## src/rtl/load_store_unit_if.sv

```systemverilog
// Bus bundle between the execute stage, the load/store unit and the word-wide data memory.
// The unit itself uses the slave view; the core/memory side uses the master view.
interface load_store_unit_if #(
  parameter int DM_ADDRESS = 9,
  parameter int DATA_W     = 32
);
  logic                  req_valid;
  logic                  req_ready;
  logic                  req_we;
  logic [2:0]            req_funct3;
  logic [DM_ADDRESS-1:0] req_addr;
  logic [DATA_W-1:0]     req_wdata;

  logic [DM_ADDRESS-3:0] mem_addr;
  logic                  mem_re;
  logic [3:0]            mem_we;
  logic [DATA_W-1:0]     mem_wdata;
  logic [DATA_W-1:0]     mem_rdata;

  logic                  rsp_valid;
  logic                  rsp_err;
  logic [DATA_W-1:0]     rsp_rdata;

  modport slave (
    input  req_valid, req_we, req_funct3, req_addr, req_wdata, mem_rdata,
    output req_ready, mem_addr, mem_re, mem_we, mem_wdata, rsp_valid, rsp_err, rsp_rdata
  );

  modport master (
    output req_valid, req_we, req_funct3, req_addr, req_wdata, mem_rdata,
    input  req_ready, mem_addr, mem_re, mem_we, mem_wdata, rsp_valid, rsp_err, rsp_rdata
  );
endinterface

```

## src/rtl/load_store_unit.sv

```systemverilog
// Load/store unit: turns byte/half/word requests (misaligned included) into one or two
// word accesses with byte enables, then merges and extends load data.
module load_store_unit #(
  parameter int DM_ADDRESS = 9,
  parameter int DATA_W     = 32
) (
  input  logic             clk,
  input  logic             reset,
  load_store_unit_if.slave bus
);
  localparam int WORD_W = DM_ADDRESS - 2;

  typedef enum logic [1:0] {S_IDLE, S_A0, S_A1, S_RSP} state_t;

  state_t                r_state;
  state_t                w_state_next;
  logic                  r_we;
  logic                  r_err;
  logic [2:0]            r_funct3;
  logic [DM_ADDRESS-1:0] r_addr;
  logic [DATA_W-1:0]     r_wdata;
  logic [DATA_W-1:0]     r_first;

  logic                  w_accept;
  logic                  w_f3_ok;
  logic [1:0]            w_off;
  logic [WORD_W-1:0]     w_word;
  logic [3:0]            w_size_mask;
  logic [7:0]            w_byte_mask;
  logic                  w_split;
  logic [3:0]            w_lane_we;
  logic [2*DATA_W-1:0]   w_wdata_wide;
  logic [2*DATA_W-1:0]   w_pair;
  logic [DATA_W-1:0]     w_shifted;
  logic [DATA_W-1:0]     w_load_result;

  assign w_accept = bus.req_valid && (r_state == S_IDLE) && !reset;

  always_comb begin
    w_f3_ok = 1'b0;
    case (bus.req_funct3)
      3'b000, 3'b001, 3'b010: w_f3_ok = 1'b1;
      3'b100, 3'b101:         w_f3_ok = ~bus.req_we;
      default:                w_f3_ok = 1'b0;
    endcase
  end

  always_comb begin
    w_size_mask = 4'b1111;
    case (r_funct3[1:0])
      2'b00:   w_size_mask = 4'b0001;
      2'b01:   w_size_mask = 4'b0011;
      default: w_size_mask = 4'b1111;
    endcase
  end

  // Byte mask over two consecutive words; anything landing in the upper nibble is the split part.
  assign w_off        = r_addr[1:0];
  assign w_word       = r_addr[DM_ADDRESS-1:2];
  assign w_byte_mask  = {4'b0000, w_size_mask} << w_off;
  assign w_split      = |w_byte_mask[7:4];
  assign w_wdata_wide = {{DATA_W{1'b0}}, r_wdata} << {w_off, 3'b000};

  genvar gi;
  generate
    for (gi = 0; gi < 4; gi++) begin : g_lane
      assign w_lane_we[gi] = r_we & (((r_state == S_A0) & w_byte_mask[gi]) |
                                     ((r_state == S_A1) & w_byte_mask[gi+4]));
    end
  endgenerate

  // In RSP the memory presents the last word read; for split loads the first word was captured in A1.
  assign w_pair    = {bus.mem_rdata, (w_split ? r_first : bus.mem_rdata)};
  assign w_shifted = DATA_W'(w_pair >> {w_off, 3'b000});

  always_comb begin
    w_load_result = w_shifted;
    case (r_funct3)
      3'b000:  w_load_result = {{(DATA_W-8){w_shifted[7]}}, w_shifted[7:0]};
      3'b100:  w_load_result = {{(DATA_W-8){1'b0}}, w_shifted[7:0]};
      3'b001:  w_load_result = {{(DATA_W-16){w_shifted[15]}}, w_shifted[15:0]};
      3'b101:  w_load_result = {{(DATA_W-16){1'b0}}, w_shifted[15:0]};
      default: w_load_result = w_shifted;
    endcase
  end

  always_ff @(posedge clk) begin
    if (reset) begin
      r_state <= S_IDLE;
    end else begin
      r_state <= w_state_next;
    end
  end

  always_comb begin
    w_state_next = r_state;
    case (r_state)
      S_IDLE: if (w_accept) w_state_next = w_f3_ok ? S_A0 : S_RSP;
      S_A0:   w_state_next = w_split ? S_A1 : S_RSP;
      S_A1:   w_state_next = S_RSP;
      S_RSP:  w_state_next = S_IDLE;
      default: w_state_next = S_IDLE;
    endcase
  end

  always_ff @(posedge clk) begin
    if (reset) begin
      r_we     <= 1'b0;
      r_err    <= 1'b0;
      r_funct3 <= '0;
      r_addr   <= '0;
      r_wdata  <= '0;
      r_first  <= '0;
    end else begin
      if (w_accept) begin
        r_we     <= bus.req_we;
        r_err    <= ~w_f3_ok;
        r_funct3 <= bus.req_funct3;
        r_addr   <= bus.req_addr;
        r_wdata  <= bus.req_wdata;
      end
      if (r_state == S_A1) begin
        r_first <= bus.mem_rdata;
      end
    end
  end

  always_comb begin
    bus.req_ready = (r_state == S_IDLE) && !reset;
    bus.mem_addr  = '0;
    bus.mem_re    = 1'b0;
    bus.mem_we    = 4'b0000;
    bus.mem_wdata = '0;
    bus.rsp_valid = 1'b0;
    bus.rsp_err   = 1'b0;
    bus.rsp_rdata = '0;
    case (r_state)
      S_A0: begin
        bus.mem_addr  = w_word;
        bus.mem_re    = ~r_we;
        bus.mem_we    = w_lane_we;
        bus.mem_wdata = r_we ? w_wdata_wide[DATA_W-1:0] : '0;
      end
      S_A1: begin
        bus.mem_addr  = w_word + {{(WORD_W-1){1'b0}}, 1'b1};
        bus.mem_re    = ~r_we;
        bus.mem_we    = w_lane_we;
        bus.mem_wdata = r_we ? w_wdata_wide[2*DATA_W-1:DATA_W] : '0;
      end
      S_RSP: begin
        bus.rsp_valid = 1'b1;
        bus.rsp_err   = r_err;
        bus.rsp_rdata = (r_we || r_err) ? '0 : w_load_result;
      end
      default: ;
    endcase
  end
endmodule

```

## src/flat_wrapper.sv

```systemverilog
// flat-port wrapper written by rule: the top's interface ports become plain ports
module load_store_unit_flat 
#(
  parameter int DM_ADDRESS = 9,
  parameter int DATA_W     = 32
)
  (clk, reset, bus_req_valid, bus_req_we, bus_req_funct3, bus_req_addr, bus_req_wdata, bus_mem_rdata, bus_req_ready, bus_mem_addr, bus_mem_re, bus_mem_we, bus_mem_wdata, bus_rsp_valid, bus_rsp_err, bus_rsp_rdata);
  load_store_unit_if #(.DM_ADDRESS(DM_ADDRESS), .DATA_W(DATA_W)) bus_i ();
  input  logic clk;
  input  logic reset;
  input wire logic [$bits(bus_i.req_valid)-1:0] bus_req_valid;
  input wire logic [$bits(bus_i.req_we)-1:0] bus_req_we;
  input wire logic [$bits(bus_i.req_funct3)-1:0] bus_req_funct3;
  input wire logic [$bits(bus_i.req_addr)-1:0] bus_req_addr;
  input wire logic [$bits(bus_i.req_wdata)-1:0] bus_req_wdata;
  input wire logic [$bits(bus_i.mem_rdata)-1:0] bus_mem_rdata;
  output wire logic [$bits(bus_i.req_ready)-1:0] bus_req_ready;
  output wire logic [$bits(bus_i.mem_addr)-1:0] bus_mem_addr;
  output wire logic [$bits(bus_i.mem_re)-1:0] bus_mem_re;
  output wire logic [$bits(bus_i.mem_we)-1:0] bus_mem_we;
  output wire logic [$bits(bus_i.mem_wdata)-1:0] bus_mem_wdata;
  output wire logic [$bits(bus_i.rsp_valid)-1:0] bus_rsp_valid;
  output wire logic [$bits(bus_i.rsp_err)-1:0] bus_rsp_err;
  output wire logic [$bits(bus_i.rsp_rdata)-1:0] bus_rsp_rdata;
  assign bus_i.req_valid = bus_req_valid;
  assign bus_i.req_we = bus_req_we;
  assign bus_i.req_funct3 = bus_req_funct3;
  assign bus_i.req_addr = bus_req_addr;
  assign bus_i.req_wdata = bus_req_wdata;
  assign bus_i.mem_rdata = bus_mem_rdata;
  assign bus_req_ready = bus_i.req_ready;
  assign bus_mem_addr = bus_i.mem_addr;
  assign bus_mem_re = bus_i.mem_re;
  assign bus_mem_we = bus_i.mem_we;
  assign bus_mem_wdata = bus_i.mem_wdata;
  assign bus_rsp_valid = bus_i.rsp_valid;
  assign bus_rsp_err = bus_i.rsp_err;
  assign bus_rsp_rdata = bus_i.rsp_rdata;
  load_store_unit #(.DM_ADDRESS(DM_ADDRESS), .DATA_W(DATA_W)) u_core (.clk(clk), .reset(reset), .bus(bus_i));
endmodule
```

## config.mk

```make
export PLATFORM = sky130hd
export DESIGN_NAME = load_store_unit_flat
export DESIGN_NICKNAME = d
export VERILOG_FILES = /design/src/rtl/load_store_unit_if.sv /design/src/rtl/load_store_unit.sv /design/src/flat_wrapper.sv
export SDC_FILE = /design/constraint.sdc
export NUM_CORES = 1
export LEC_CHECK = 0
export CAP_MARGIN = 20
export CORE_ASPECT_RATIO = 0.7
export CORE_MARGIN = 2
export CORE_UTILIZATION = 45
export CTS_CLUSTER_SIZE = 28
export DETAILED_ROUTE_END_ITERATION = 7
export GPL_TIMING_DRIVEN = 0
export PLACE_DENSITY = 0.76
export SYNTH_ARGS = -nofsm -noshare
export SYNTH_HDL_FRONTEND = slang
export SYNTH_SLANG_ARGS = --single-unit
```

## constraint.sdc

```tcl
create_clock -name clk -period 2.4 [get_ports clk]
set_input_delay 0.36 -clock clk [delete_from_list [all_inputs] [get_ports clk]]
set_output_delay 0.36 -clock clk [all_outputs]
set_load 0.01 [all_outputs]
```

==> results of run 1 <==
[registers in the layout (all words and copies together), names as in the netlist]
| register | cells |
|---|---|
| u_core.r_addr | 9 |
| u_core.r_err | 1 |
| u_core.r_state | 2 |
| u_core.r_we | 1 |
| u_core.r_wdata | 32 |
| u_core.r_funct3 | 3 |
| u_core.r_first | 24 |
[cells by family after synthesis]
kind of cell | synth area share (%)
simple gates | 25.6
fa+ha+maj | 1.35
compound gates | 13.6
flops | 25.8
buf+inv | 5.34
mux | 28.3
[critical path, stage by stage, from the launching register on]
cell and delay [ns]:
dfxtp_4 0.42, mux2_4 0.32, mux4_2 0.51, nand4_4 0.17, buf_6 0.14, buf_6 0.09
o211ai_1 0.07, buf_2 0.16
[final timing paths]
kind	to	depth (start not counted)	slack, ns	startpoint
min	u_core.r_first[12]$_SDFFE_PP0P_	2	0.50	u_core.r_first[12]$_SDFFE_PP0P_
min reg2reg	u_core.r_first[12]$_SDFFE_PP0P_	2	0.50	u_core.r_first[12]$_SDFFE_PP0P_
max reg2reg	u_core.r_we$_SDFFE_PP0P_	9	0.14	u_core.r_state[1]$_SDFFE_PP0P_
max	bus_rsp_rdata[26]	7	-0.18	u_core.r_funct3[1]$_SDFFE_PP0P_
[where the power goes]
group | switching [W] | internal, W
logic | 0.00176 | 0.00169
clock network | 0.000563 | 0.000859
registers | 0.000324 | 0.00146
total | 0.00265 | 0.00401
[per-layer routing]
metal / global-route usage (%) / vias up / wire (um)
li1: - / 2844 / -
met1: 50.4 / 3167 / 10200
met2: 48.9 / 534 / 10700
met3: 9.91 / 94 / 3280
met4: 8.41 / 0 / 773
met5: 0 / - / 0
[placed cells by master (no fill, tap or decap), types with 4 or more instances in the layout]
cell	n
buf_12	9
nor3_2	4
dlygate4sd2_1	15
o31ai_1	4
clkbuf_8	7
o211ai_1	16
nor2_2	6
dfxtp_1	65
o21ai_0	13
a21oi_1	6
clkdlybuf4s15_1	8
a22oi_2	4
buf_4	31
clkbuf_1	16
mux2_4	11
mux4_2	39
a22o_1	7
a21boi_1	5
buf_6	35
o22a_1	14
nor2_1	57
mux2_2	11
clkbuf_16	12
clkdlybuf4s50_1	79
nand2_1	101
clkbuf_2	16
o21ai_1	11
dfxtp_2	4
nor3_1	7
mux2i_1	44
buf_2	42
nand3_1	37
nor2b_1	9
nand3b_1	45
buf_8	6
a32o_1	4
[layout make-up]
type	instances	share of cell area (%)
Clock buffer	11	2.92
Inverter	6	0.333
Multi-Input combinational cell	514	48.3
Clock inverter	5	0.636
Buffer	59	6.53
Tap cell	157	2.27
Timing Repair Buffer	216	22.2
Sequential cell	72	16.8
[timing repair]
item                                    4_1_cts  5_1_grt
pin swaps                                     6       27
hold buffers                                  0        0
endpoints found under the setup margin       76       66
gates resized for setup                     313      155
buffers inserted                             18       37
cloned                                        3        4
[cells in the mapped netlist (2+ instances only)]
library cell	instances	area share (%)
o31ai_1	4	0.54
ha_1	6	1.3
mux4_2	39	16
a32oi_1	3	0.47
a211oi_1	2	0.27
dfxtp_1	72	26
a21oi_1	8	0.72
inv_1	6	0.40
a22o_1	8	1.3
mux2_2	22	4.4
o211ai_1	16	2.2
nor2_1	66	4.4
o21a_1	2	0.27
nand3b_1	45	6.1
nand3_1	39	3.5
buf_2	22	2.0
a21boi_0	6	0.81
nand2_1	106	7.1
o22a_1	14	2.2
clkbuf_1	35	2.4
and3_1	2	0.22
a32o_1	5	0.90
a22oi_1	7	0.94
o21ai_0	26	2.3
nor3_1	11	0.99
nor2b_1	15	1.7
and2_1	4	0.45
buf_1	4	0.27
mux2i_1	45	8.1
a21o_1	2	0.27
[metrics by stage]
stage	setup slack (ns)	hold slack, ns	setup TNS, ns	std cells
2_1_floorplan	0.212	0.450	0	654
3_3_place_gp	-0.934	0.466	-35.64	968
3_5_place_dp	-0.976	0.475	-38.72	968
4_1_cts	-0.156	0.481	-2.59	1002
5_1_grt	-0.236	0.511	-5.70	1040
6_report	-0.183	0.499	-3.14	1040
==> reports/results.txt, run 1 <==
Cts bufs inserted - 9
Cell count after synthesis - 654
CP endpoint kind - output port
Core Util, Final - 72.8%
Clk_lat worst skew - 0.34 ns
Routed WL per cell - 24.0 um
Multi-input logic area - 0.00418 mm^2
Fin area - 0.00865 mm^2
IO buf count - 157
Final period utilization - 108%
Post-synth top flop - dfxtp_1
Clock Path Buffers - 2
CP required - 2.04 ns
Mean Syn Cell Area - 8.53 um^2
Slack of the critical path - -0.183 ns
Hold WC Path Type - reg2reg
Layout cells sized above 1 - 33.0%
Die span in x - 137 um
CTS tree - done
Peak Freq - 0.387 GHz
Die height - 97.1 um
Setup-violating endpoint count in the final report - 40
Via Count - 6,639
PwrDens - 769 mW/mm^2
Clock root buffer - clkbuf_16
CP max FO - 5
Clk pin slew, worst setup/hold paths - 0.06 ns
Nets - 964
Status - finished with violations
Final wirelength - 25,000 um
Maximum number of pins on one net before global-route repair - 13
P_leak - 3.53 nW
Failing checks - negative setup slack
Antenna cells - 0
Io pins - 159
Flops & latches, synth - 72
Fin. Hold Viols - 0
RSZ-0062 raised after global routing - yes
Final GP Congestion - 0.928
Min Clock Period, post-route - 2.58 ns
Worst slew margin - 55.1%
DPL Wire Length - 16,500 um
Critical path arrival - 2.22 ns
Worst Setup Path Type - reg2out
Initial drt markers - 801
Sequential share of the synthesized area - 25.8%
Initial core utilization - 46.9%
Clock sink total - 72
Placed Area - 0.00734 mm^2
Final ANT Viol Nets - 0
Vias in the first global route - 6,124
Fin. max-slew vios - 0
Synth cell types - 42
All-layer global routing usage - 34.2%
Die footprint - 0.0133 mm^2
Grt ovf - 0
Antenna violations before repair - 0
Residual DRC count - 0
Number of H-tree levels - 3
Ys Warns - 0
Mapped Area - 0.00558 mm^2
Slew @ Worst Pin - 0.673 ns
Site Rows - 33
Max Cap Violations - 0
Max VDD drop - 449 uV
DR pass1 iterations - 7
Vias per std cell - 6.38
Sequential Area - 0.00146 mm^2
Mapped Nets - 740
Layout area overhead - 55.2%
Core region area - 0.0119 mm^2
Number of flops mapped to enable cells by yosys - 0
Clk_skew - 0.00443 ns
Filler Cell Count - 882
Asr flop ratio synth - 0%
Global-route wire length before repair - 34,900 um
Startpoint Class - register
Pwr Total - 0.00666 W
(Power assumes the default switching activity.)
==> inputs of run 2 (changes only) <==
ABC_AREA = 1   (was not set)
PLACE_DENSITY = 0.77   (was 0.76)
==> run 2 against run 1 <==
  * Die area down 6.3%
  * Sequential power about the same
  * Synthesized cell count up 41%
  * Combinational power up 23%
  * Clock power down 4%
  * Non-clock buffer count unchanged
  * Routed wire length up 7.9%
  * Register-to-register slack about the same
  * Critical path depth up 6
  * First-iteration DRC count up 58%
  * Clock skew up 0.0051 ns
  * The flow still finishes with violations (negative setup slack)
  * Maximum frequency down 1.5%
==> reports/results.txt, run 2 <==
Slowest-stage cell, CP - dfxtp_2
Most frequent cells in the layout - nand2_1 (159), o21ai_0 (131), inv_1 (89), clkdlybuf4s50_1 (83), nor2_1 (75)
Flop2flop setup slack - 0.14 ns (about the same)
Peak Freq - 0.381 GHz (-1.5%)
Share of Yosys cell area claimed by the top area cell type - 27.7% (+1.8 points)
Die footprint - 0.0125 mm^2 (-6.3%)
Clock root buffer - clkbuf_16
Failing checks - negative setup slack
Net Switching - 0.00349 W (+32%)
PwrDens - 831 mW/mm^2 (+8.0%)
Clock Path Buffers - 2 (unchanged)
Fin. Hold Viols - 0 (unchanged)
Filler Cell Count - 766 (-13%)
Power share of the combinational group - 57.8% (+5.9 points)
DR pass1 iterations - 7 (unchanged)
Max Cap Violations - 0 (unchanged)
Clk pin slew, worst setup/hold paths - 0.06 ns (about the same)
Synth top area cells - dfxtp_1 (28%), nand2_1 (17%), o21ai_0 (14%)
Fraction of synthesized area in multiplexers - 0% (-28 points)
Initial drt markers - 1,267 (+58%)
Slew @ Worst Pin - 0.716 ns (+0.0423 ns)
Number of H-tree levels - 3 (unchanged)
CP required - 2.04 ns (about the same)
Post-synth top flop - dfxtp_1
Asr flop ratio synth - 0% (unchanged)
Sequential share of the synthesized area - 27.7% (+1.8 points)
Synth Area in Adders - 1.44% (+0.094 points)
Die span in x - 133 um (-3.2%)
Status - finished with violations
CTS tree - done
DPL Wire Length - 16,700 um (+1.3%)
CP endpoint kind - output port
All-layer global routing usage - 38.5% (+4.2 points)
Cell count after synthesis - 920 (+41%)
Setup-violating endpoint count in the final report - 54 (+35%)
Site Rows - 32 (-3.0%)
Clock sink total - 72 (unchanged)
Initial core utilization - 46.8% (-0.077 points)
Via Count - 7,846 (+18%)
Post-synthesis simple-gate area fraction - 30.6% (+5.0 points)
Mean Syn Cell Area - 5.66 um^2 (-34%)
Min Clock Period, post-route - 2.62 ns (+0.0398 ns)
Worst slew margin - 52.3% (-2.8 points)
Clk_skew - 0.00950 ns (+0.00507 ns)
Hold-fix buffers, CTS - 0 (unchanged)
Core region area - 0.0111 mm^2 (-6.4%)
Flops & latches, synth - 72 (unchanged)
Final GP Congestion - 1.02 (+10%)
Clk pwr share - 18.4% (-3.0 points)
Antenna violations before repair - 0 (unchanged)
Ys Warns - 0 (unchanged)
IO buf count - 158 (+0.64%)
Grt ovf - 0 (unchanged)
Vias per std cell - 6.04 (-5.5%)
RSZ-0062 raised after global routing - yes
Placed Area - 0.00698 mm^2 (-4.9%)
Cells along the critical path - inv_2 -> nand2_4 -> nand2_8 -> buf_8 -> buf_6 -> buf_12 -> nand2_4 -> nand3_2 -> nand2_1 -> nor2_1 -> nand2_1 -> a21oi_2 -> buf_2
Max VDD drop - 517 uV (+15%)
Final period utilization - 109% (+1.7 points)
P_leak - 3.97 nW (+12%)
Max FFs per register - 32 (unchanged)
Worst Setup Path Type - reg2out
Clk_lat worst skew - 0.36 ns (+0.02 ns)
Vias in the first global route - 6,756 (+10%)
Synth cell types - 26 (-38%)
Antenna cells - 0 (unchanged)
CP max FO - 6 (+1)
Final ANT Viol Nets - 0 (unchanged)
Synth area leader - dfxtp_1
Most common cell in the netlist - nand2_1
Number of flops mapped to enable cells by yosys - 0 (unchanged)
Nets - 1,228 (+27%)
Global-route wire length before repair - 36,900 um (+5.9%)
Synth Area in XOR/XNOR - 0% (unchanged)
Commonest non-fill, non-tap cell in the layout - nand2_1
Worst path max stage delay - 0.36 ns (-0.15 ns)
Sw Ratio - 47.2% (+7.4 points)
Routed WL per cell - 20.8 um (-14%)
Critical path arrival - 2.26 ns (+0.04 ns)
Mapped Area - 0.00521 mm^2 (-6.6%)
Layout area overhead - 70.8%
Layout cells sized above 1 - 34.5% (+1.6 points)
Maximum number of pins on one net before global-route repair - 15 (+2)
Mapped Nets - 1,006 (+36%)
Biggest register - u_core.r_wdata
Internal - 0.00390 W (-2.6%)
Startpoint Class - register
Hold WC Path Type - reg2reg
Largest regs - u_core.r_wdata (32), u_core.r_first (24), u_core.r_addr (9)
Compound-gate portion of the synthesized area - 27.0% (+13 points)
Setup TNS - -5.07 ns (-1.93 ns)
Cts bufs inserted - 9 (unchanged)
Post-synth top cells - nand2_1 (230), o21ai_0 (143), a21oi_1 (111)
Slack of the critical path - -0.223 ns (-0.0398 ns)
Residual DRC count - 0 (unchanged)
Die height - 94.0 um (-3.2%)
Seq pwr share - 23.8% (-2.9 points)
Fin. max-slew vios - 0 (unchanged)
Final wirelength - 27,000 um (+7.9%)
Largest family of logic cells by synthesized area - simple AND/OR/NAND/NOR gates
Fin area - 0.00890 mm^2 (+2.8%)
Io pins - 159 (unchanged)
==> run 2: power by group through the flow <==
stage / Clock (W) / Sequential [W] / Combinational [W]
6_report: 0.00136 / 0.00176 / 0.00427
5_1_grt: 0.00140 / 0.00178 / 0.00448
4_1_cts: 0.00134 / 0.00170 / 0.00344
3_5_place_dp: 0 / 0.00168 / 0.00271
3_3_place_gp: 0 / 0.00167 / 0.00270
2_1_floorplan: 0 / 0.00164 / 0.00171
==> run 2: layout make-up <==
| class | instances | area (um^2) | area share (%) |
|---|---|---|---|
| Timing Repair Buffer | 214 | 1920 | 21.6 |
| Inverter | 113 | 445 | 5.01 |
| Buffer | 61 | 422 | 4.74 |
| Clock inverter | 6 | 52.6 | 0.591 |
| Sequential cell | 72 | 1460 | 16.4 |
| Tap cell | 153 | 191 | 2.15 |
| Multi-Input combinational cell | 671 | 4170 | 46.9 |
| Clock buffer | 10 | 239 | 2.69 |
==> run 2: per-layer routing <==
metal / GRT usage, % / wire length, um / vias up
met5: 0 / 0 / -
met4: 12.3 / 1210 / 0
met3: 17.0 / 3990 / 177
met2: 54.9 / 11000 / 704
met1: 51.6 / 10800 / 3531
li1: - / - / 3434
==> run 2: what timing repair did <==
action / 4_1_cts / 5_1_grt
setup buffers: 28 / 24
gates resized for setup: 448 / 223
cloned: 5 / 0
hold endpoints to repair: 0 / 0
endpoints found under the setup margin: 75 / 71
pin swaps: 37 / 77
==> run 2: cell families (layout without fill, tap and decap cells) <==
| group | count (synthesis) | in the layout |
|---|---|---|
| AND/OR/NAND/NOR | 391 | 391 |
| AO/OA/AOI/OAI | 274 | 274 |
| buffers and inverters | 177 | 404 |
| flip-flops | 72 | 72 |
| adder cells (fa/ha/maj) | 6 | 6 |
==> run 2: critical path: cells and delay by family, from the launching register on <==
| family | cells | cell delay [ns] |
|---|---|---|
| AOI/OAI and AO/OA | 1 | 0.16 |
| buffers and inverters | 5 | 0.70 |
| DFF | 1 | 0.36 |
| and+or+nand+nor | 7 | 0.67 |
==> run 2: path summary, 6_finish.rpt <==
path | start | end | depth (start not counted)
worst max register to register | u_core.r_state[1]$_SDFFE_PP0P_ | u_core.r_wdata[16]$_SDFFE_PP0P_ | 9
worst min register to register | u_core.r_wdata[23]$_SDFFE_PP0P_ | u_core.r_wdata[23]$_SDFFE_PP0P_ | 2
worst min-delay path | u_core.r_wdata[23]$_SDFFE_PP0P_ | u_core.r_wdata[23]$_SDFFE_PP0P_ | 2
worst max-delay path | u_core.r_addr[1]$_SDFFE_PP0P_ | bus_rsp_rdata[14] | 13
==> run 2: metrics by stage <==
step | utilization [%] | instances | total power [W] | worst slack [ns] | hold WS (ns)
6_report | 79.9 | 1300 | 0.00739 | -0.223 | 0.476
5_1_grt | 79.9 | 1300 | 0.00765 | -0.249 | 0.484
4_1_cts | 72.5 | 1280 | 0.00648 | -0.105 | 0.470
3_5_place_dp | 62.7 | 1231 | 0.00439 | -0.902 | 0.460
3_3_place_gp | 62.7 | 1231 | 0.00437 | -0.864 | 0.454
2_1_floorplan | - | 920 | 0.00335 | 0.302 | 0.429
